**src/rtl/parking_access_controller_if.sv**
```systemverilog
// Interface bundling the front-end session signals and the P/Q write-enable
// and status outputs of the parking access controller.
// master: keypad/token front end. slave: the controller.
interface parking_access_controller_if #(
    parameter int TOKEN_W = 3,
    parameter int TIME_W  = 8,
    parameter int FAIL_W  = 2
);
    logic               request;
    logic               confirm;
    logic [TOKEN_W-1:0] system_token;
    logic [TOKEN_W-1:0] user_token;
    logic [TIME_W-1:0]  time_data;
    logic               P_register_enable;
    logic               Q_register_enable;
    logic               busy;
    logic               locked;
    logic [FAIL_W-1:0]  fail_count;

    modport master (
        output request, confirm, system_token, user_token, time_data,
        input  P_register_enable, Q_register_enable, busy, locked, fail_count
    );

    modport slave (
        input  request, confirm, system_token, user_token, time_data,
        output P_register_enable, Q_register_enable, busy, locked, fail_count
    );
endinterface

```
**src/rtl/parking_access_controller.sv**
```systemverilog
// parking_access_controller
// Token-checked session sequencer that issues a single one-cycle write enable
// to the peak (P) or off-peak (Q) rate register after: request, confirm with
// matching token, second confirm. Includes an idle timeout per session.
// Optional feature macro: ACCESS_LOCKOUT_EN
//   defined     -> mismatching confirms are counted; reaching MAX_TRIES enters
//                  a sticky LOCKOUT state left only by reset.
//   not defined -> a mismatching confirm aborts the session to RELEASE;
//                  locked and fail_count are tied to zero.
// All outputs are registered and decoded from the next state, so the enable
// is high exactly in the cycle the FSM sits in ENABLE.
module parking_access_controller #(
    parameter int                TOKEN_W     = 3,
    parameter int                TIME_W      = 8,
    parameter logic [TIME_W-1:0] PEAK_THRESH = 8'hF0,
    parameter int                MAX_TRIES   = 3,
    parameter int                TIMEOUT     = 255
) (
    input  logic                          clock,
    input  logic                          reset,
    parking_access_controller_if.slave    bus
);
    localparam int FAIL_W  = $clog2(MAX_TRIES + 1);
    localparam int TIMER_W = $clog2(TIMEOUT + 1);

    typedef enum logic [2:0] {
        ST_IDLE     = 3'd0,
        ST_READY    = 3'd1,
        ST_VERIFIED = 3'd2,
        ST_ENABLE   = 3'd3,
        ST_RELEASE  = 3'd4,
        ST_LOCKOUT  = 3'd5
    } state_t;

    state_t             state_r;
    state_t             state_next_s;
    logic [TIMER_W-1:0] timer_r;
    logic [TIMER_W-1:0] timer_next_s;
    logic               p_en_r;
    logic               q_en_r;
    logic               busy_r;
    logic               token_match_s;
    logic               timeout_s;
    logic               peak_s;

`ifdef ACCESS_LOCKOUT_EN
    logic [FAIL_W-1:0]  fail_count_r;
    logic [FAIL_W-1:0]  fail_next_s;
    logic [FAIL_W-1:0]  fail_inc_s;
    logic               locked_r;
`endif

    assign token_match_s = (bus.user_token == bus.system_token);
    assign timeout_s     = (timer_r == TIMER_W'(TIMEOUT));
    // Time is sampled in the cycle of the second confirm; the resulting
    // choice is captured in the enable registers at the same edge.
    assign peak_s        = (bus.time_data >= PEAK_THRESH);

`ifdef ACCESS_LOCKOUT_EN
    assign fail_inc_s = (fail_count_r == FAIL_W'(MAX_TRIES)) ?
                        fail_count_r : (fail_count_r + FAIL_W'(1));
`endif

    // Next-state, idle timer and failed-attempt counter decode.
    always_comb begin
        state_next_s = state_r;
`ifdef ACCESS_LOCKOUT_EN
        fail_next_s  = fail_count_r;
`endif
        case (state_r)
            ST_IDLE: begin
                if (bus.request) begin
                    state_next_s = ST_READY;
                end else begin
                    state_next_s = ST_IDLE;
                end
            end
            ST_READY: begin
                if (!bus.request) begin
                    state_next_s = ST_IDLE;
                end else if (timeout_s) begin
                    state_next_s = ST_RELEASE;
                end else if (bus.confirm) begin
                    if (token_match_s) begin
                        state_next_s = ST_VERIFIED;
`ifdef ACCESS_LOCKOUT_EN
                        fail_next_s  = '0;
`endif
                    end else begin
`ifdef ACCESS_LOCKOUT_EN
                        fail_next_s = fail_inc_s;
                        if (fail_inc_s == FAIL_W'(MAX_TRIES)) begin
                            state_next_s = ST_LOCKOUT;
                        end else begin
                            state_next_s = ST_READY;
                        end
`else
                        state_next_s = ST_RELEASE;
`endif
                    end
                end else begin
                    state_next_s = ST_READY;
                end
            end
            ST_VERIFIED: begin
                if (!bus.request) begin
                    state_next_s = ST_IDLE;
                end else if (timeout_s) begin
                    state_next_s = ST_RELEASE;
                end else if (bus.confirm) begin
                    state_next_s = ST_ENABLE;
                end else begin
                    state_next_s = ST_VERIFIED;
                end
            end
            ST_ENABLE: begin
                if (!bus.request) begin
                    state_next_s = ST_IDLE;
                end else begin
                    state_next_s = ST_RELEASE;
                end
            end
            ST_RELEASE: begin
                if (!bus.request) begin
                    state_next_s = ST_IDLE;
                end else begin
                    state_next_s = ST_RELEASE;
                end
            end
            ST_LOCKOUT: begin
                state_next_s = ST_LOCKOUT;
            end
            default: begin
                state_next_s = ST_IDLE;
            end
        endcase

        // Timer runs only while waiting in READY/VERIFIED; confirm or any
        // state change restarts it.
        if ((state_next_s == state_r) && !bus.confirm &&
            ((state_r == ST_READY) || (state_r == ST_VERIFIED))) begin
            if (timeout_s) begin
                timer_next_s = timer_r;
            end else begin
                timer_next_s = timer_r + TIMER_W'(1);
            end
        end else begin
            timer_next_s = '0;
        end
    end

    // State, counters and registered outputs with synchronous reset.
    always_ff @(posedge clock) begin
        if (reset) begin
            state_r      <= ST_IDLE;
            timer_r      <= '0;
            p_en_r       <= 1'b0;
            q_en_r       <= 1'b0;
            busy_r       <= 1'b0;
`ifdef ACCESS_LOCKOUT_EN
            fail_count_r <= '0;
            locked_r     <= 1'b0;
`endif
        end else begin
            state_r      <= state_next_s;
            timer_r      <= timer_next_s;
            p_en_r       <= (state_next_s == ST_ENABLE) && peak_s;
            q_en_r       <= (state_next_s == ST_ENABLE) && !peak_s;
            busy_r       <= (state_next_s != ST_IDLE);
`ifdef ACCESS_LOCKOUT_EN
            fail_count_r <= fail_next_s;
            locked_r     <= (state_next_s == ST_LOCKOUT);
`endif
        end
    end

    assign bus.P_register_enable = p_en_r;
    assign bus.Q_register_enable = q_en_r;
    assign bus.busy              = busy_r;
`ifdef ACCESS_LOCKOUT_EN
    assign bus.locked            = locked_r;
    assign bus.fail_count        = fail_count_r;
`else
    assign bus.locked            = 1'b0;
    assign bus.fail_count        = '0;
`endif

endmodule

```
**src/flat_wrapper.sv**
```systemverilog
// flat-port wrapper written by rule: the top's interface ports become plain ports
module parking_access_controller_flat 
#(
    parameter int                TOKEN_W     = 3,
    parameter int                TIME_W      = 8,
    parameter logic [TIME_W-1:0] PEAK_THRESH = 8'hF0,
    parameter int                MAX_TRIES   = 3,
    parameter int                TIMEOUT     = 255
)
  (clock, reset, bus_request, bus_confirm, bus_system_token, bus_user_token, bus_time_data, bus_P_register_enable, bus_Q_register_enable, bus_busy, bus_locked, bus_fail_count);
  parking_access_controller_if #(.TOKEN_W(TOKEN_W), .TIME_W(TIME_W), .FAIL_W(2)) bus_i ();
  input  logic clock;
  input  logic reset;
  input wire logic [$bits(bus_i.request)-1:0] bus_request;
  input wire logic [$bits(bus_i.confirm)-1:0] bus_confirm;
  input wire logic [$bits(bus_i.system_token)-1:0] bus_system_token;
  input wire logic [$bits(bus_i.user_token)-1:0] bus_user_token;
  input wire logic [$bits(bus_i.time_data)-1:0] bus_time_data;
  output wire logic [$bits(bus_i.P_register_enable)-1:0] bus_P_register_enable;
  output wire logic [$bits(bus_i.Q_register_enable)-1:0] bus_Q_register_enable;
  output wire logic [$bits(bus_i.busy)-1:0] bus_busy;
  output wire logic [$bits(bus_i.locked)-1:0] bus_locked;
  output wire logic [$bits(bus_i.fail_count)-1:0] bus_fail_count;
  assign bus_i.request = bus_request;
  assign bus_i.confirm = bus_confirm;
  assign bus_i.system_token = bus_system_token;
  assign bus_i.user_token = bus_user_token;
  assign bus_i.time_data = bus_time_data;
  assign bus_P_register_enable = bus_i.P_register_enable;
  assign bus_Q_register_enable = bus_i.Q_register_enable;
  assign bus_busy = bus_i.busy;
  assign bus_locked = bus_i.locked;
  assign bus_fail_count = bus_i.fail_count;
  parking_access_controller #(.TOKEN_W(TOKEN_W), .TIME_W(TIME_W), .PEAK_THRESH(PEAK_THRESH), .MAX_TRIES(MAX_TRIES), .TIMEOUT(TIMEOUT)) u_core (.clock(clock), .reset(reset), .bus(bus_i));
endmodule
```
**config.mk**
```make
export PLATFORM = sky130hd
export DESIGN_NAME = parking_access_controller_flat
export DESIGN_NICKNAME = d
export VERILOG_FILES = /design/src/rtl/parking_access_controller_if.sv /design/src/rtl/parking_access_controller.sv /design/src/flat_wrapper.sv
export SDC_FILE = /design/constraint.sdc
export NUM_CORES = 1
export LEC_CHECK = 0
export BUFFER_PORTS_ARGS = -buffer_cell sky130_fd_sc_hd__buf_4
export CORE_ASPECT_RATIO = 0.9
export CORE_MARGIN = 5
export CORE_UTILIZATION = 50
export DETAILED_ROUTE_END_ITERATION = 10
export PLACE_DENSITY_LB_ADDON = 0.2
export RECOVER_POWER = 25
export SLEW_MARGIN = 20
export SYNTH_ARGS = -nofsm -noshare
export SYNTH_HDL_FRONTEND = slang
export SYNTH_SLANG_ARGS = --single-unit
```
**constraint.sdc**
```tcl
create_clock -name clock -period 1.7 [get_ports clock]
set_input_delay 0.34 -clock clock [delete_from_list [all_inputs] [get_ports clock]]
set_output_delay 0.34 -clock clock [all_outputs]
set_load 0.02 [all_outputs]
```
-- After elaboration in Yosys (flattened, before gate mapping)
Index checks and enable logic that the tools add are counted.
- output and inout bits: 6
- logic and storage cells: 38
- bits of input ports: 18
- register bits: 14
- $add $sub $neg: 1
- reduce and logical (&&, ||, !) cells: 11
- mux-type cells: 10
- magnitude comparators: 1
- bitwise gates (word level): 1
- equal/unequal tests: 9
- operators with widths (kind ; count):
    $mux 3 ; 7
    $pmux 3 s5 ; 1
    $eq 3x2->1 const B ; 3
    $add 8x1->8 const B ; 1
    $eq 8x8->1 const B ; 1
    $ge 8x8->1 const B ; 1
    $eq 3x3->1 ; 2
    $eq 3x3->1 const B ; 2
    $logic_and 1x1->1 ; 4
    $reduce_or 2->1 ; 2
    $eq 3x1->1 const B ; 1
    $logic_not 3->1 ; 1
    $reduce_bool 3->1 ; 1
    $logic_not 1->1 ; 2
    $mux 1 ; 2
    $logic_or 1x1->1 ; 1
    $not 1->1 ; 1

-- Logic depth before layout (Yosys ltp)
Gate-level depths: netlist (run 1).
- depth after elaboration: 11
- gate-level depth with buffers: 5
- gate-level depth less buffers: 5

-- Worst setup path before layout (run 1)
OpenSTA, ideal clock, no wires.
- path type: register to register
- start point: register u_core.timer_r[0]
- end point: register u_core.timer_r[0]
- path slack: 0.253 ns
- library setup time: 0.139 ns
- cell stages (with the launch flop): 6
- clock period less this slack: 1.447 ns
- path buffers: 0
- data required time: 1.561 ns
- arrival: 1.308 ns
- cells stage by stage: dfxtp_1 > ha_1 > and3_1 > nand2_2 > a41oi_2 > a211oi_1
- cells in the longest elaborated chain, start to end: 9
- elaborated cells on any way between the ends: 12
- those cells by class: 1 x add/sub; 2 x eq/ne; 5 x mux; 1 x bitwise; 3 x reduce/logical
- RTL lines (element ; RTL line ; RTL):
    from (decl) ; parking_access_controller.sv:37 ; logic [TIMER_W-1:0] timer_r;
    from (signal assigned) ; parking_access_controller.sv:166 ; timer_r <= timer_next_s;
    $eq 8x8->1 ; parking_access_controller.sv:54 ; assign timeout_s = (timer_r == TIMER_W'(TIMEOUT));
    $mux 3, on equally long branches ; parking_access_controller.sv:108, parking_access_controller.sv:81 ;
    $mux 3, on equally long branches ; parking_access_controller.sv:106, parking_access_controller.sv:79 ;
    $pmux 3 s5 ; parking_access_controller.sv:70 ; case (state_r)
    $eq 3x3->1 ; parking_access_controller.sv:140 ; if ((state_next_s == state_r) && !bus.confirm &&
    $logic_and 1x1->1 (2 in a row) ; parking_access_controller.sv:140 ;
    $not 1->1 (no source line) ; n/a ;
    $reduce_or 2->1 (no source line) ; n/a ;
Several ways; a longest one is shown, not always the timed one.
A chain may end at the register's enable or synchronous reset.

-- Worst setup path after layout (run 1)
- start point: register u_core.timer_r[0]
- end point: register u_core.timer_r[3]
The elaborated chain is that of the path after synthesis.

==> results.txt, run 1 <==
----------------------------------------------------
[Drt]
  First-pass iteration count of the detailed router ... 4
  WL per Instance ... 12.8 um
  Number of violations reported at the end of detailed-routing iteration 0 ... 12
  Overall routed net length ... 1820 um
  Number of vias after detailed routing ... 784
  Final ANT Viol Nets ... 0
  Vias per std cell ... 5.52
  Drt drc ... 0

[Logic synthesis]
  Post-synth top flop ... sky130_fd_sc_hd__dfxtp_1
  Multiplexer fraction of the synthesized cell area ... 0.0469
  Area share of and/or/nand/nor cells after synthesis ... 0.226
  Cell type with the highest aggregate area in the netlist ... sky130_fd_sc_hd__dfxtp_1
  Fraction of post-synthesis cell area in the top cell type by area ... 0.328
  Per-instance average area after synthesis ... 8.80 um2
  Largest cells by area after synthesis ... sky130_fd_sc_hd__dfxtp_1, sky130_fd_sc_hd__a211oi_1, sky130_fd_sc_hd__mux2i_1
  XOR/XNOR Fraction of Synth Area ... 0.0616
  Share of synthesized area occupied by flip-flops and latches ... 0.328
  Adder and majority cell fraction of the synthesized area ... 0.0147
  Post-Synthesis Cell Area ... 853 um2
  Gate count of the mapped netlist ... 97
  Synthesized flop and latch total ... 14
  Synthesized-area fraction occupied by ao, oa, aoi and oai cells ... 0.258
  Main combinational cell family by area after synthesis ... compound AO/OA/AOI/OAI gates
  Yosys cell types ... 38
  Yosys warning total ... 0
  Post-synth EDFFs ... 0
  Synth async-reset ratio ... 0

[Global routing]
  All-Layer GR Usage ... 0.165
  Wire length of the first global-routing pass ... 3260 um
  Total congestion overflow after global routing ... 0
  Largest net degree at the start of global routing ... 12
  Via count of the first global-routing pass ... 760
  Antenna violations before repair ... 0

[Timing]
  Post-layout min period ... 1.60 ns
  Final setup violation count ... 0
  Max Slew Vio Count ... 0
  Final hold slack ... 0.261 ns
  Setup clock skew after layout ... 0.00179 ns
  Unrepaired setup endpoints after global routing ... true
  Highest Clock Rate ... 0.626 GHz
  Hold violation count in the final report ... 0
  Crit path setup slack, layout ... 0.104 ns
  Final setup TNS ... 0 ns
  Period Utilization, post-route ... 0.939

[Clock tree]
  TritonCTS clock tree ... done
  H-tree Lvls ... 1
  Maximum count of clock buffers along a single path ... 2
  Clock-pin slew of the registers on the worst-case setup and hold paths ... 0.08 ns
  Number of clock sinks ... 14
  CTS hold repair buffers ... 0
  Post-cts sizing count ... 0
  Root buf cell ... sky130_fd_sc_hd__clkbuf_4
  Number of buffers created by CTS ... 3
  Skew-Pair Late Insertion Delay ... 0.27 ns

[Layout]
  Inserted Diodes ... 0
  Number of nets in the layout ... 138
  Fraction of final layout cells with drive strength greater than 1 ... 0.254
  Layout Cells excl Fill ... 142
  Most common library cell in the layout ignoring fill and taps ... sky130_fd_sc_hd__buf_4
  Layout Cell Area excl Fill ... 0.00103 mm2
  Top library cells by usage in the layout, fill and taps aside ... sky130_fd_sc_hd__buf_4, sky130_fd_sc_hd__dfxtp_1, sky130_fd_sc_hd__nor2_1
  Syn-to-layout area delta ... 21.1%
  Final core area utilization ... 0.628

[Die]
  Placement row count ... 14
  I/O pin count ... 24
  Full die area ... 0.00263 mm2
  Die W ... 53.5 um
  CORE AREA ... 0.00165 mm2
  Initial standard-cell utilization of the core ... 0.518
  Die Ht ... 49.2 um

[Pwr]
  Gate power share ... 0.154
  Sw Pwr ... 169 uW
  Power density relative to cell area ... 660 mW/mm2
  Leakage power figure ... 0.415 nW
  Total Power Consumption ... 682 uW
  Peak supply drop ... 0.416 mV
  Part of the total power dissipated in sequential elements ... 0.503
  Internal Dissipation ... 513 uW
  Switching share of total power ... 0.248
  Part of the total power dissipated in the clock network ... 0.343

[Setup path]
  Data required time of the critical path ... 1.89 ns
  Crit Path Class ... flop to flop
  Endpoint class of the critical path ... flop
  Highest net fanout along the worst path ... 8
  Arrival time worst endpoint ... 1.78 ns
  Startpoint kind of the worst setup timing path ... flop

[Placed design]
  Placer congestion estimate ... 0.830
  Number of placed instances with taps included ... 138
  DP HPWL ... 1440 um
  Placed standard-cell area ... 0.00101 mm2
  Port-buffer cells ... 16
  Pre-CTS setup slack ... 0.114 ns

[Flow run]
  Reported max-cap violation count ... 0

[Hold path]
  Worst min-delay path class ... input pin to flop

[Run status]
  Run status ... finished clean

----------------------------------------------------
[flip-flops by register name, summed over array words and instances, names as in the netlist]
| name | count |
|---|---|
| u_core.bus.Q_register_enable | 1 |
| u_core.state_r | 3 |
| u_core.bus.P_register_enable | 1 |
| u_core.timer_r | 8 |
| u_core.bus.busy | 1 |
[cells in the mapped netlist (2+ instances only)]
library cell and number:
sky130_fd_sc_hd__nand3_1 3, sky130_fd_sc_hd__a21oi_1 4, sky130_fd_sc_hd__o2111ai_1 2, sky130_fd_sc_hd__nor2b_1 2
sky130_fd_sc_hd__nor2_1 10, sky130_fd_sc_hd__mux2i_1 4, sky130_fd_sc_hd__xor2_1 4, sky130_fd_sc_hd__inv_1 3
sky130_fd_sc_hd__a41oi_2 2, sky130_fd_sc_hd__nand2b_1 3, sky130_fd_sc_hd__dfxtp_1 14, sky130_fd_sc_hd__buf_4 4
sky130_fd_sc_hd__nand4_1 3, sky130_fd_sc_hd__xnor2_1 2, sky130_fd_sc_hd__a211oi_1 8, sky130_fd_sc_hd__buf_2 2
sky130_fd_sc_hd__nand2_1 6
[worst paths after layout]
path / cells past startpoint / slack (ns) / endpoint / from
worst min-delay path: 2 / 0.26 / u_core.bus.busy / reset
worst max register to register: 5 / 0.10 / u_core.timer_r[3] / u_core.timer_r[0]
worst min register to register: 2 / 0.60 / u_core.timer_r[7] / u_core.timer_r[7]
worst max-delay path: 5 / 0.10 / u_core.timer_r[3] / u_core.timer_r[0]
[kinds of logic after synthesis]
| family | count (synthesis) |
|---|---|
| AO/OA/AOI/OAI | 26 |
| buffers and inverters | 9 |
| adder cells (fa/ha/maj) | 1 |
| flip-flops | 14 |
| XOR/XNOR | 6 |
| multiplexers | 4 |
| other | 1 |
| AND/OR/NAND/NOR | 36 |
[worst max-delay path: stages (launching register included)]
cell                       delay [ns]
sky130_fd_sc_hd__dfxtp_1         0.33
sky130_fd_sc_hd__ha_1            0.23
sky130_fd_sc_hd__and3_1          0.27
sky130_fd_sc_hd__a211oi_2        0.27
sky130_fd_sc_hd__o21ai_2         0.15
sky130_fd_sc_hd__a211oi_1        0.26
[power by group through the flow]
stage | sequential [mW] | combinational (mW) | clock, mW
4_1_cts | 0.343 | 0.107 | 0.241
2_1_floorplan | 0.349 | 0.0666 | 0
3_3_place_gp | 0.350 | 0.104 | 0
5_1_grt | 0.345 | 0.116 | 0.266
6_report | 0.343 | 0.105 | 0.234
3_5_place_dp | 0.350 | 0.107 | 0
[routing by layer]
metal	share of wire	up-vias	track usage
li1	-	398	-
met1	0.43	365	0.205
met2	0.50	17	0.259
met3	0.046	4	0.0398
met4	0.021	0	0.0766
met5	0	-	0
[area by class of cell]
| type | count | area [um2] |
|---|---|---|
| clock buffers | 4 | 36.3 |
| inverters | 3 | 11.3 |
| flip-flops and latches | 14 | 280 |
| fillers | 163 | 613 |
| well taps | 24 | 30.0 |
| repair buffers | 21 | 146 |
| multi-input cells | 76 | 529 |
[timing repair]
item / in CTS / in global routing
setup endpoints to repair: 0 / 3
endpoints found under the hold margin: 0 / 0
buffers inserted: 0 / 0
Power figures use the tool's default switching activity.
==> inputs of run 2 (changes only) <==
CORE_ASPECT_RATIO = not set   (was 0.9)
CTS_BUF_LIST = sky130_fd_sc_hd__clkbuf_4   (was not set)
==> results.txt, run 2 (synthesized netlist as in run 1, its figures left out) <==
----------------------------------------------------
[Drt]
  Final ANT Viol Nets ... 0
  WL per Instance ... 13.0 um
  First-pass iteration count of the detailed router ... 4
  Overall routed net length ... 1760 um
  Number of vias after detailed routing ... 783
  Drt drc ... 0
  Vias per std cell ... 5.80
  Number of violations reported at the end of detailed-routing iteration 0 ... 16

[Setup path]
  Buffers plus inverters on the worst setup path ... 0
  Reg-to-reg startpoint ... u_core.timer_r[0]
  Arrival time worst endpoint ... 1.76 ns
  Data required time of the critical path ... 1.90 ns
  R2R depth ... 5
  Crit Path Class ... flop to flop
  Sequence of cells on the critical path ... ha_1 > and3_1 > a211oi_2 > o21ai_2 > a211oi_1
  Highest net fanout along the worst path ... 8
  Worst reg2reg path endpoint ... u_core.timer_r[2]
  Worst setup startpoint ... u_core.timer_r[0]
  Endpoint class of the critical path ... flop
  Kind of cell with the highest combined delay on the critical path ... compound AO/OA/AOI/OAI gates
  Delay of the slowest critical-path stage ... 0.32 ns
  Worst-case register-to-register setup slack ... 0.14 ns
  Startpoint kind of the worst setup timing path ... flop
  Slowest-stage cell, CP ... sky130_fd_sc_hd__dfxtp_1

[Layout]
  Filler cells ... 150
  Syn-to-layout area delta ... 20.4%
  Fraction of final layout cells with drive strength greater than 1 ... 0.263
  Final core area utilization ... 0.615
  Flip-flop count of the largest register, all copies and words added ... 8
  Most common library cell in the layout ignoring fill and taps ... sky130_fd_sc_hd__buf_4
  Number of nets in the layout ... 138
  Register name with the most flops ... u_core.timer_r
  Top library cells by usage in the layout, fill and taps aside ... sky130_fd_sc_hd__buf_4, sky130_fd_sc_hd__dfxtp_1, sky130_fd_sc_hd__nor2_1
  Inserted Diodes ... 0
  Largest registers ranked by flip-flop count ... u_core.timer_r (8), u_core.state_r (3)
  Layout Cell Area excl Fill ... 0.00103 mm2
  Layout Cells excl Fill ... 135

[Timing]
  Final setup violation count ... 0
  Final setup TNS ... 0 ns
  Setup clock skew after layout ... 0.00407 ns
  Crit path setup slack, layout ... 0.138 ns
  Unrepaired setup endpoints after global routing ... false
  Max Slew Vio Count ... 0
  Post-layout min period ... 1.56 ns
  Hold violation count in the final report ... 0
  Highest Clock Rate ... 0.640 GHz
  Period Utilization, post-route ... 0.919

[Die]
  Full die area ... 0.00263 mm2
  Placement row count ... 15
  Initial standard-cell utilization of the core ... 0.511
  CORE AREA ... 0.00167 mm2
  I/O pin count ... 24
  Die Ht ... 51.3 um
  Die W ... 51.3 um

[Placed design]
  Placer congestion estimate ... 0.821
  Pre-CTS setup slack ... 0.127 ns
  Port-buffer cells ... 16
  DP HPWL ... 1410 um
  Placed standard-cell area ... 1000 um2
  Number of placed instances with taps included ... 131

[Run status]
  Run status ... finished clean

[Flow run]
  Reported max-cap violation count ... 0

[Clock tree]
  Number of clock sinks ... 14
  Skew-Pair Late Insertion Delay ... 0.28 ns
  Maximum count of clock buffers along a single path ... 2
  H-tree Lvls ... 1
  CTS hold repair buffers ... 0
  Clock-pin slew of the registers on the worst-case setup and hold paths ... 0.08 ns
  Number of buffers created by CTS ... 3
  Root buf cell ... sky130_fd_sc_hd__clkbuf_4
  TritonCTS clock tree ... done

[Global routing]
  Via count of the first global-routing pass ... 764
  Total congestion overflow after global routing ... 0
  Antenna violations before repair ... 0
  Largest net degree at the start of global routing ... 12
  All-Layer GR Usage ... 0.164
  Wire length of the first global-routing pass ... 3240 um

[Hold path]
  Cells on Worst Hold Path ... 2
  Hold Crit Endpoint ... u_core.bus.busy
  Start point of the worst min-delay path ... reset
  Worst min-delay path class ... input pin to flop

[Pwr]
  Leakage power figure ... 0.416 nW
  Power density relative to cell area ... 624 mW/mm2
  Peak supply drop ... 0.462 mV

----------------------------------------------------
-- run 2: cell type report --
class	count	area, um2	area share
clock buffers	3	22.5	0.0219
inverters	3	11.3	0.0110
clock inverters	1	3.75	0.00365
multi-input cells	76	542	0.527
well taps	17	21.3	0.0207
flip-flops and latches	14	280	0.273
repair buffers	21	146	0.143
-- run 2: routing by layer --
| metal | GRT usage | share of wire | up-vias |
|---|---|---|---|
| met2 | 0.262 | 0.49 | 15 |
| met4 | 0.105 | 0.027 | 0 |
| li1 | - | - | 397 |
| met1 | 0.196 | 0.44 | 366 |
| met5 | 0 | 0 | - |
| met3 | 0.0379 | 0.039 | 5 |
-- run 2: worst max-delay path by stage --
stage | depth (start not counted) | slack, ns | to
4_1_cts | 5 | 0.13 | u_core.timer_r[4]
5_1_grt | 5 | 0.01 | u_core.timer_r[0]
2_1_floorplan | 5 | 0.25 | u_core.timer_r[0]
3_3_place_gp | 5 | 0.11 | u_core.bus.Q_register_enable
6_report | 5 | 0.14 | u_core.timer_r[2]
3_5_place_dp | 5 | 0.13 | u_core.bus.Q_register_enable
-- run 2: power by group --
part           internal [mW]  leakage, nW  switching [mW]  total [mW]
Combinational         0.0489        0.287          0.0588       0.108
Clock                 0.0852       0.0154           0.106       0.191
Sequential             0.334        0.113         0.00836       0.343
Total                  0.468        0.416           0.173       0.641
-- run 2: metrics by stage --
| stage | hold WS (ns) | power (mW) |
|---|---|---|
| final | 0.263 | 0.641 |
| after global placement | 0.548 | 0.454 |
| after global routing | 0.239 | 0.683 |
| after detailed placement | 0.554 | 0.458 |
| after floorplan | 0.403 | 0.415 |
| after CTS | 0.250 | 0.649 |
-- run 2: timing repair --
item | CTS | global route
setup buffers | 0 | 0
resized for setup | 0 | 2
endpoints found under the hold margin | 0 | 0
endpoints found under the setup margin | 0 | 2
==> inputs of run 3 (changes only) <==
CORE_UTILIZATION = 39   (was 50)
CTS_CLUSTER_SIZE = 10   (was not set)
SLEW_MARGIN = 5   (was 20)
==> results.txt, run 3 (synthesized netlist as in run 1, its figures left out) <==
----------------------------------------------------
[Placed design]
  Placer congestion estimate ... 0.746
  Port-buffer cells ... 16
  Placed standard-cell area ... 0.00104 mm2
  DP HPWL ... 1470 um
  Number of placed instances with taps included ... 145
  Pre-CTS setup slack ... 0.0759 ns

[Clock tree]
  Number of buffers created by CTS ... 3
  Post-cts sizing count ... 0
  H-tree Lvls ... 1
  Maximum count of clock buffers along a single path ... 2
  CTS hold repair buffers ... 0
  Clock-pin slew of the registers on the worst-case setup and hold paths ... 0.09 ns
  TritonCTS clock tree ... done
  Post CTS Setup Buffer Count ... 0
  Root buf cell ... sky130_fd_sc_hd__clkbuf_4
  Skew-Pair Late Insertion Delay ... 0.27 ns
  Number of clock sinks ... 14

[Layout]
  Flip-flop count of the largest register, all copies and words added ... 8
  Largest registers ranked by flip-flop count ... u_core.timer_r (8), u_core.state_r (3)
  Layout Cells excl Fill ... 149
  Final core area utilization ... 0.489
  Top library cells by usage in the layout, fill and taps aside ... sky130_fd_sc_hd__buf_4, sky130_fd_sc_hd__dfxtp_1, sky130_fd_sc_hd__nor2_1
  Fraction of final layout cells with drive strength greater than 1 ... 0.264
  Inserted Diodes ... 0
  Number of nets in the layout ... 141
  Most common library cell in the layout ignoring fill and taps ... sky130_fd_sc_hd__buf_4
  Syn-to-layout area delta ... 23.2%
  Layout Cell Area excl Fill ... 0.00105 mm2
  Register name with the most flops ... u_core.timer_r

[Global routing]
  Via count of the first global-routing pass ... 743
  All-Layer GR Usage ... 0.117
  Antenna violations before repair ... 0
  Total congestion overflow after global routing ... 0
  Wire length of the first global-routing pass ... 2990 um
  Largest net degree at the start of global routing ... 12

[Drt]
  Drt drc ... 0
  Overall routed net length ... 1770 um
  First-pass iteration count of the detailed router ... 4
  Final ANT Viol Nets ... 0
  WL per Instance ... 11.8 um
  Vias per std cell ... 5.20
  Number of violations reported at the end of detailed-routing iteration 0 ... 5
  Number of vias after detailed routing ... 775

[Die]
  I/O pin count ... 24
  Die W ... 56.8 um
  Full die area ... 0.00322 mm2
  Initial standard-cell utilization of the core ... 0.397
  Placement row count ... 17
  Die Ht ... 56.8 um
  CORE AREA ... 0.00215 mm2

[Run status]
  Run status ... finished clean

[Flow run]
  Reported max-cap violation count ... 0

[Pwr]
  Peak supply drop ... 0.491 mV
  Total Power Consumption ... 638 uW
  Leakage power figure ... 0.424 nW
  Power density relative to cell area ... 607 mW/mm2

[Timing]
  Final hold slack ... 0.256 ns
  Final setup violation count ... 0
  Setup clock skew after layout ... 0.00389 ns
  Post-layout min period ... 1.54 ns
  Unrepaired setup endpoints after global routing ... false
  Hold violation count in the final report ... 0
  Final setup TNS ... 0 ns
  Crit path setup slack, layout ... 0.165 ns
  Max Slew Vio Count ... 0
  Highest Clock Rate ... 0.651 GHz
  Period Utilization, post-route ... 0.903

[Setup path]
  Startpoint kind of the worst setup timing path ... flop
  Endpoint class of the critical path ... flop
  Arrival time worst endpoint ... 1.73 ns
  Delay of the slowest critical-path stage ... 0.33 ns
  Kind of cell with the highest combined delay on the critical path ... simple AND/OR/NAND/NOR gates
  Slowest-stage cell, CP ... sky130_fd_sc_hd__dfxtp_1
  Sequence of cells on the critical path ... ha_1 > and3_1 > nand2_2 > a41oi_2 > buf_4 > a211oi_1
  Buffers plus inverters on the worst setup path ... 1
  Highest net fanout along the worst path ... 5
  Depth of the critical timing path with buffers and inverters included ... 6
  R2R depth ... 6
  Data required time of the critical path ... 1.89 ns
  Crit Path Class ... flop to flop

[Hold path]
  Worst min-delay path class ... input pin to flop
  Cells on Worst Hold Path ... 2

----------------------------------------------------
-- run 3: area by class of cell --
type | count | area [um2]
fillers | 220 | 1100
multi-input cells | 76 | 529
flip-flops and latches | 14 | 280
repair buffers | 24 | 169
well taps | 28 | 35.0
clock buffers | 3 | 22.5
inverters | 3 | 11.3
clock inverters | 1 | 3.75
-- run 3: power breakdown --
part	total [mW]	leakage [nW]	internal, mW	switching, mW
Sequential	0.343	0.113	0.334	0.00834
Combinational	0.104	0.296	0.0487	0.0557
Clock	0.191	0.0154	0.0850	0.106
Total	0.638	0.424	0.468	0.170
-- run 3: final timing paths --
check | start | end | slack [ns]
hold reg to reg | u_core.timer_r[6] | u_core.timer_r[6] | 0.59
setup / recovery | u_core.timer_r[0] | u_core.timer_r[0] | 0.16
setup reg to reg | u_core.timer_r[0] | u_core.timer_r[0] | 0.16
hold / removal | reset | u_core.bus.busy | 0.26
-- run 3: metal layers --
metal,share of wire,track usage
met5,0,0
met4,0.0085,0.0497
met3,0.033,0.0230
met2,0.52,0.213
met1,0.44,0.131
-- run 3: worst reg2reg max path, stage by stage (launching register included) --
cell                       delay (ns)
sky130_fd_sc_hd__dfxtp_1         0.33
sky130_fd_sc_hd__ha_1            0.21
sky130_fd_sc_hd__and3_1          0.26
sky130_fd_sc_hd__nand2_2         0.12
sky130_fd_sc_hd__a41oi_2         0.13
sky130_fd_sc_hd__buf_4           0.17
sky130_fd_sc_hd__a211oi_1        0.23
